--- config.mk ---
export PLATFORM = sky130hd
export DESIGN_NAME = dataflow_fork
export DESIGN_NICKNAME = d
export VERILOG_FILES = /design/src/rtl/loom_dataflow_pkg.sv /design/src/rtl/dataflow_pipe_reg.sv /design/src/rtl/dataflow_fork.sv
export SDC_FILE = /design/constraint.sdc
export NUM_CORES = 1
export LEC_CHECK = 0
export CAP_MARGIN = 20
export CORE_AREA = 8 8 45 47
export DETAILED_ROUTE_END_ITERATION = 8
export DIE_AREA = 0 0 53 55
export DONT_BUFFER_PORTS = 1
export SLEW_MARGIN = 15
export SYNTH_ARGS = -nofsm -noshare
export SYNTH_HDL_FRONTEND = slang
export SYNTH_SLANG_ARGS = --single-unit
--- constraint.sdc ---
create_clock -name clk -period 1.7 [get_ports clk]
set_input_delay 0.255 -clock clk [delete_from_list [all_inputs] [get_ports clk]]
set_output_delay 0.255 -clock clk [all_outputs]
set_load 0.01 [all_outputs]
--- src/rtl/loom_dataflow_pkg.sv ---
// Shared dataflow-fabric types and constants for the fork and its helpers.
package loom_dataflow_pkg;

    localparam int DATAFLOW_DEFAULT_WIDTH = 32;
    localparam int DATAFLOW_MAX_OUT       = 32;

    // Widest per-branch mask; users narrow it to their own branch count.
    typedef logic [DATAFLOW_MAX_OUT-1:0] branch_mask_t;

    // Mask with the low n branch bits set (the "every branch done" pattern).
    function automatic branch_mask_t branch_mask(input int n);
        branch_mask_t m;
        m = '0;
        for (int i = 0; i < DATAFLOW_MAX_OUT; i++) begin
            if (i < n) m[i] = 1'b1;
        end
        return m;
    endfunction

endpackage

--- src/rtl/dataflow_pipe_reg.sv ---
// One-entry valid/ready register. Full throughput: a new token may load in
// the same cycle the held token drains.
module dataflow_pipe_reg #(
    parameter int WIDTH = 32
) (
    input  logic             clk,
    input  logic             rst,
    input  logic             in_valid,
    output logic             in_ready,
    input  logic [WIDTH-1:0] in_data,
    output logic             out_valid,
    input  logic             out_ready,
    output logic [WIDTH-1:0] out_data
);

    logic             buf_valid;
    logic [WIDTH-1:0] buf_data;

    // Accept when empty or when the held token leaves this cycle; never in reset.
    assign in_ready  = ~rst & (~buf_valid | out_ready);
    assign out_valid = buf_valid;
    assign out_data  = buf_data;

    // Occupancy flag: load wins over drain so back-to-back tokens keep flowing.
    always_ff @(posedge clk or posedge rst) begin
        if (rst)                        buf_valid <= 1'b0;
        else if (in_valid && in_ready)  buf_valid <= 1'b1;
        else if (out_ready)             buf_valid <= 1'b0;
    end

    // Payload needs no reset; it is only observed while buf_valid is set.
    always_ff @(posedge clk) begin
        if (in_valid && in_ready) buf_data <= in_data;
    end

endmodule

--- src/rtl/dataflow_fork.sv ---
// Eager fork: one valid/ready token replicated to NUM_OUT branches, each of
// which may accept in a different cycle; the input retires once all have it.
// Optional input register: define LOOM_DATAFLOW_FORK_INBUF_EN.
module dataflow_fork
    import loom_dataflow_pkg::*;
#(
    parameter int WIDTH   = DATAFLOW_DEFAULT_WIDTH,
    parameter int NUM_OUT = 2
) (
    input  logic                     clk,
    input  logic                     rst,
    input  logic                     in_valid,
    output logic                     in_ready,
    input  logic [WIDTH-1:0]         in_data,
    output logic [NUM_OUT-1:0]       out_valid,
    input  logic [NUM_OUT-1:0]       out_ready,
    output logic [NUM_OUT*WIDTH-1:0] out_data
);

    typedef logic [NUM_OUT-1:0] mask_t;
    localparam mask_t ALL_DONE = mask_t'(branch_mask(NUM_OUT));

    logic             core_valid;
    logic [WIDTH-1:0] core_data;
    logic             core_retire;
    mask_t            sent;
    mask_t            take;
    mask_t            done;

`ifdef LOOM_DATAFLOW_FORK_INBUF_EN
    // Registered front end: breaks the out_ready -> in_ready path when empty.
    dataflow_pipe_reg #(
        .WIDTH(WIDTH)
    ) u_inbuf (
        .clk      (clk),
        .rst      (rst),
        .in_valid (in_valid),
        .in_ready (in_ready),
        .in_data  (in_data),
        .out_valid(core_valid),
        .out_ready(core_retire),
        .out_data (core_data)
    );
`else
    // Zero-latency: the core works straight off the producer. Reset masks the
    // token so nothing is offered or retired while rst is high.
    assign core_valid = in_valid & ~rst;
    assign core_data  = in_data;
    assign in_ready   = core_retire;
`endif

    // Fork core: offer to branches not yet served, retire when all are done.
    always_comb begin
        out_valid   = {NUM_OUT{core_valid}} & ~sent;
        take        = out_valid & out_ready;
        done        = sent | take;
        core_retire = core_valid & (done == ALL_DONE);
    end

    assign out_data = {NUM_OUT{core_data}};

    // Remember which branches already took the current token; clear on retire.
    always_ff @(posedge clk or posedge rst) begin
        if (rst)              sent <= '0;
        else if (core_retire) sent <= '0;
        else                  sent <= sent | take;
    end

endmodule
# Word level (Yosys, flattened, before mapping)
# Cells that the tools add are included.
dict set report classes {
  eq_ne 1
  div 0
  n_lt_le_gt_ge 0
  n_bitwise 7
  n_reduce_logical 0
  n_shift 0
  mux 1
  n_addsub 0
  mul 0
}
# cell n
set op_table {}
lappend op_table {{$and 2x2->2} 2}
lappend op_table {{$and 1x1->1} 2}
lappend op_table {{$eq 2x2->1 const B} 1}
lappend op_table {{$mux 2} 1}
lappend op_table {{$not 2->2} 1}
lappend op_table {{$or 2x2->2} 1}
lappend op_table {{$not 1->1} 1}
dict set report word_totals {
  word_cells 10
  mem_count 0
  mem_bits_ro 0
  latch_bits 0
  register_bits 2
  ramBits 0
}

# Longest topological paths before layout
# Gate-level depths: netlist of run 1.
dict set report logic_depth {
  word_depth 8
  depth_mapped 2
  depth_no_buf 2
}

# Worst setup path after synthesis of run 1
# No wires, ideal clock.
dict set report synth_timing {
  kind {register to output}
  startpoint {register sent[0]}
  endpoint {output port in_ready}
  path_stages_with_launch 3
  slack_ps 745
  t_required_ps 1445
  arrival_time_ps 700
  cell_sequence {dfrtp_1 > nor2_1 > nor3_1}
}
dict set report synth_between {
  elab_chain_cells 6
}
# element line_no
set synth_lines {}
lappend synth_lines {{from (decl)} dataflow_fork.sv:26} ;# mask_t sent;
lappend synth_lines {{from (signal assigned)} dataflow_fork.sv:66} ;# else sent <= sent | take;
lappend synth_lines {{$not 2->2} dataflow_fork.sv:54} ;# out_valid = {NUM_OUT{core_valid}} & ~sent;
lappend synth_lines {{$and 2x2->2} dataflow_fork.sv:54}
lappend synth_lines {{$and 2x2->2} dataflow_fork.sv:55} ;# take = out_valid & out_ready;
lappend synth_lines {{$or 2x2->2 *} dataflow_fork.sv:56} ;# done = sent | take;
lappend synth_lines {{$eq 2x2->1 *} dataflow_fork.sv:57} ;# core_retire = core_valid & (done == ALL_DONE);
lappend synth_lines {{$and 1x1->1 *} dataflow_fork.sv:57}
lappend synth_lines {{to (decl)} dataflow_fork.sv:13} ;# output logic in_ready,
# Mark *: on every way between the ends. The rest lies on a longest branch, timed or not.

# Final worst setup path of run 1
# Same ends and word-level chain as after synthesis.

==> flow_summary.json, run 1 <==
{
  "start_kind": "register",
  "r2r_start": "sent[0]$_DFF_PP0_",
  "syn_nets": 114,
  "post-route-min-period_ns": 1.26,
  "start_util_pct": 43.6,
  "num_vias": 163,
  "portBuffers": 0,
  "cts_tree": "built",
  "avgSynthCellArea_um2": 7.83,
  "synth_seq_cells": 2,
  "ir_drop_v": 0.000256,
  "area_delta_synth_final_pct": -71.0,
  "cts.sinks": 2,
  "power_frac_clock_pct": 54.0,
  "synth_area_um2": 603,
  "grt_overflow": 0,
  "fin_setup_tns_ns": 0,
  "grt_pass1_wl_um": 890,
  "synth_cell_types": 8,
  "power_switching_uw": 46.3,
  "crit_chain": "nor2_1, nor3_1",
  "drc": 0,
  "wire_per_inst_um": 18.9,
  "worst_pin_slew_ns": 0.378,
  "swShare_pct": 23.9,
  "status": "finished clean",
  "rsz0062_at_grt": "no",
  "maxSlewHeadroom_pct": 74.6,
  "cp_slowest_cell": "dfrtp_1",
  "final_nets": 56,
  "cts-htree-levels": 1,
  "clockBufferDepth": 2,
  "die_w_um": 53,
  "ys_seq_area_share_pct": 8.30,
  "p_int_uw": 147,
  "worst_hold_startpoint": "in_valid",
  "rows": 14,
  "hold_viol": 0,
  "cts_buffers": 3,
  "clock-root-buffer": "clkbuf_4",
  "clk_latency_ns": 0.22,
  "setup-violations-final": 0,
  "hold_end": "sent[1]$_DFF_PP0_",
  "largest_reg_flops": 2,
  "cp-end-kind": "output pin",
  "power_density_mw_per_mm2": 1100,
  "critPathKind": "register to output pin",
  "fmax_ghz": 0.791,
  "hold_depth": 2,
  "path_delay_family": "simple AND/OR/NAND/NOR gates",
  "grt_pass1_vias": 220,
  "drt.antenna.violating_nets": 0,
  "gp_congestion": 0.657,
  "n_antenna_cell": 0,
  "largestRegisters": "sent x2",
  "skew_ns": 0.000696,
  "io_pins": 104,
  "seqPwrFrac_pct": 32.7,
  "top_register": "sent",
  "drt_wl_total_um": 624,
  "p_leak_uw": 0.0000867,
  "reg2reg_to": "sent[1]$_DFF_PP0_",
  "avgViaCountPerCell": 4.94,
  "rr_worst_depth": 2,
  "drt_iter0_markers": 0,
  "cts_setup_buffers": 0,
  "pwr-share-comb_pct": 13.3,
  "p_total_uw": 193,
  "post-route-period-util_pct": 74.3,
  "core_mm2": 0.00138,
  "cp_max_fo": 3,
  "drive_above_1_share_pct": 23.5,
  "hp-class": "primary input to register",
  "crit_buf_inv": 0,
  "ys_warn_count": 0,
  "clk_pin_slew_ns": 0.03,
  "slew_viol_final": 0,
  "cp.required_ns": 1.44,
  "grt_max_degree": 6,
  "antenna_found_initial": 0,
  "max_stage_delay_ns": 0.36,
  "r2r_setup_slack_ns": 0.94,
  "grtUsageTotal_pct": 4.37,
  "detail_route.first_pass.iterations": 1,
  "drv_cap": 0,
  "worst-path-stages": 2,
  "synthCells": 77,
  "crit_arrival_ns": 1.01,
  "die_h_um": 55,
  "die-area_mm2": 0.00292
}
==> cell usage after synthesis, drive strengths merged <==
library cell,count,area share (%)
dfrtp,2,8.3
nor3,1,0.83
nor2,4,2.5
buf,64,80
nand2b,1,2.3
o22a,2,2.9
inv,1,0.62
and3b,2,2.9
==> worst max path at each step <==
stage                                  from        to  slack [ns]
after global routing      sent[0]$_DFF_PP0_  in_ready        0.36
after floorplan           sent[0]$_DFF_PP0_  in_ready        0.74
final                     sent[0]$_DFF_PP0_  in_ready        0.44
after detailed placement  sent[0]$_DFF_PP0_  in_ready        0.65
after global placement    sent[0]$_DFF_PP0_  in_ready        0.70
after CTS                 sent[0]$_DFF_PP0_  in_ready        0.41
==> metrics by stage <==
step	area, um2	util (%)	hold WS [ns]	setup WS, ns	std cells
after floorplan	603	-	-0.00382	0.745	77
after global placement	143	10.3	0.00531	0.696	29
after detailed placement	143	10.3	0.00605	0.650	29
after CTS	175	12.7	0.257	0.410	33
after global routing	175	12.7	0.260	0.359	33
final	175	12.7	0.261	0.436	33
==> cells by family (layout without fill, tap and decap cells) <==
group                  after synthesis  after routing  share of synthesized area, %
AO/OA/AOI/OAI                        2              2                          2.91
AND/OR/NAND/NOR                      8              8                          8.50
buffers and inverters               65              5                          80.3
flip-flops                           2              2                          8.30
==> timing repair <==
item,4_1_cts,5_1_grt
hold buffers,1,0
endpoints found under the hold margin,2,0
resized for setup,0,0
endpoints found under the setup margin,0,0
==> power by group through the flow <==
stage               logic [uW]  registers, uW  clock network [uW]
finish                    25.7           63.3                 104
global route              28.4           63.8                 113
CTS                       26.3           63.1                 111
detailed placement        24.5           63.7                   0
global placement          25.0           62.7                   0
floorplan                  176           61.5                   0
==> layout make-up <==
class,count,area (um2)
repair buffers,1,10.0
fillers,143,1210
clock buffers,3,22.5
multi-input cells,10,68.8
well taps,16,20.0
flip-flops and latches,2,50.0
inverters,1,3.75
==> cell usage in the layout, fill, tap and decap left out <==
cell / n
and3b_1: 2
clkbuf_4: 3
dfrtp_1: 2
dlygate4sd3_1: 1
inv_1: 1
nand2b_4: 1
nor2_1: 4
nor3_1: 1
o22a_1: 2
==> per-layer routing <==
| layer | global-route usage [%] | share of wire [%] |
|---|---|---|
| met1 | 1.82 | 20 |
| met2 | 4.88 | 44 |
| met3 | 5.35 | 28 |
| met4 | 9.91 | 7.7 |
| met5 | 0 | 0 |
Power figures use the tool's default switching activity.
==> run 2: changes to the inputs <==
==> constraint.sdc (replaced) <==
create_clock -name clk -period 1.3 [get_ports clk]
set_input_delay 0.195 -clock clk [delete_from_list [all_inputs] [get_ports clk]]
set_output_delay 0.195 -clock clk [all_outputs]
set_load 0.01 [all_outputs]
==> results of run 2 <==
The final DEF is identical to that of run 1. Status: finished clean.
Among the figures that moved: final weighted congestion in routability-driven placement 0.657 -> 0.676; setup slack after placement 0.650 ns -> 0.310 ns; setup slack after layout 0.436 ns -> 0.0963 ns; hold slack 0.261 ns -> 0.201 ns; register-to-register setup slack 0.94 ns -> 0.54 ns; total power 193 uW -> 253 uW; worst IR drop on VDD 0.000256 V -> 0.000334 V
==> run 3: changes to the inputs <==
--- a/config.mk
+++ b/config.mk
@@ -13,4 +13,5 @@
 export SLEW_MARGIN = 15
 export SYNTH_ARGS = -nofsm -noshare
 export SYNTH_HDL_FRONTEND = slang
+export SYNTH_HIERARCHICAL = 1
 export SYNTH_SLANG_ARGS = --single-unit
==> results of run 3 <==
The final DEF is identical to that of run 1. Status: finished clean.
Among the figures that moved: Yosys warning count 0 -> 6; final weighted congestion in routability-driven placement 0.657 -> 0.676; setup slack after placement 0.650 ns -> 0.310 ns; setup slack after layout 0.436 ns -> 0.0963 ns; hold slack 0.261 ns -> 0.201 ns; register-to-register setup slack 0.94 ns -> 0.54 ns; total power 193 uW -> 253 uW; worst IR drop on VDD 0.000256 V -> 0.000334 V
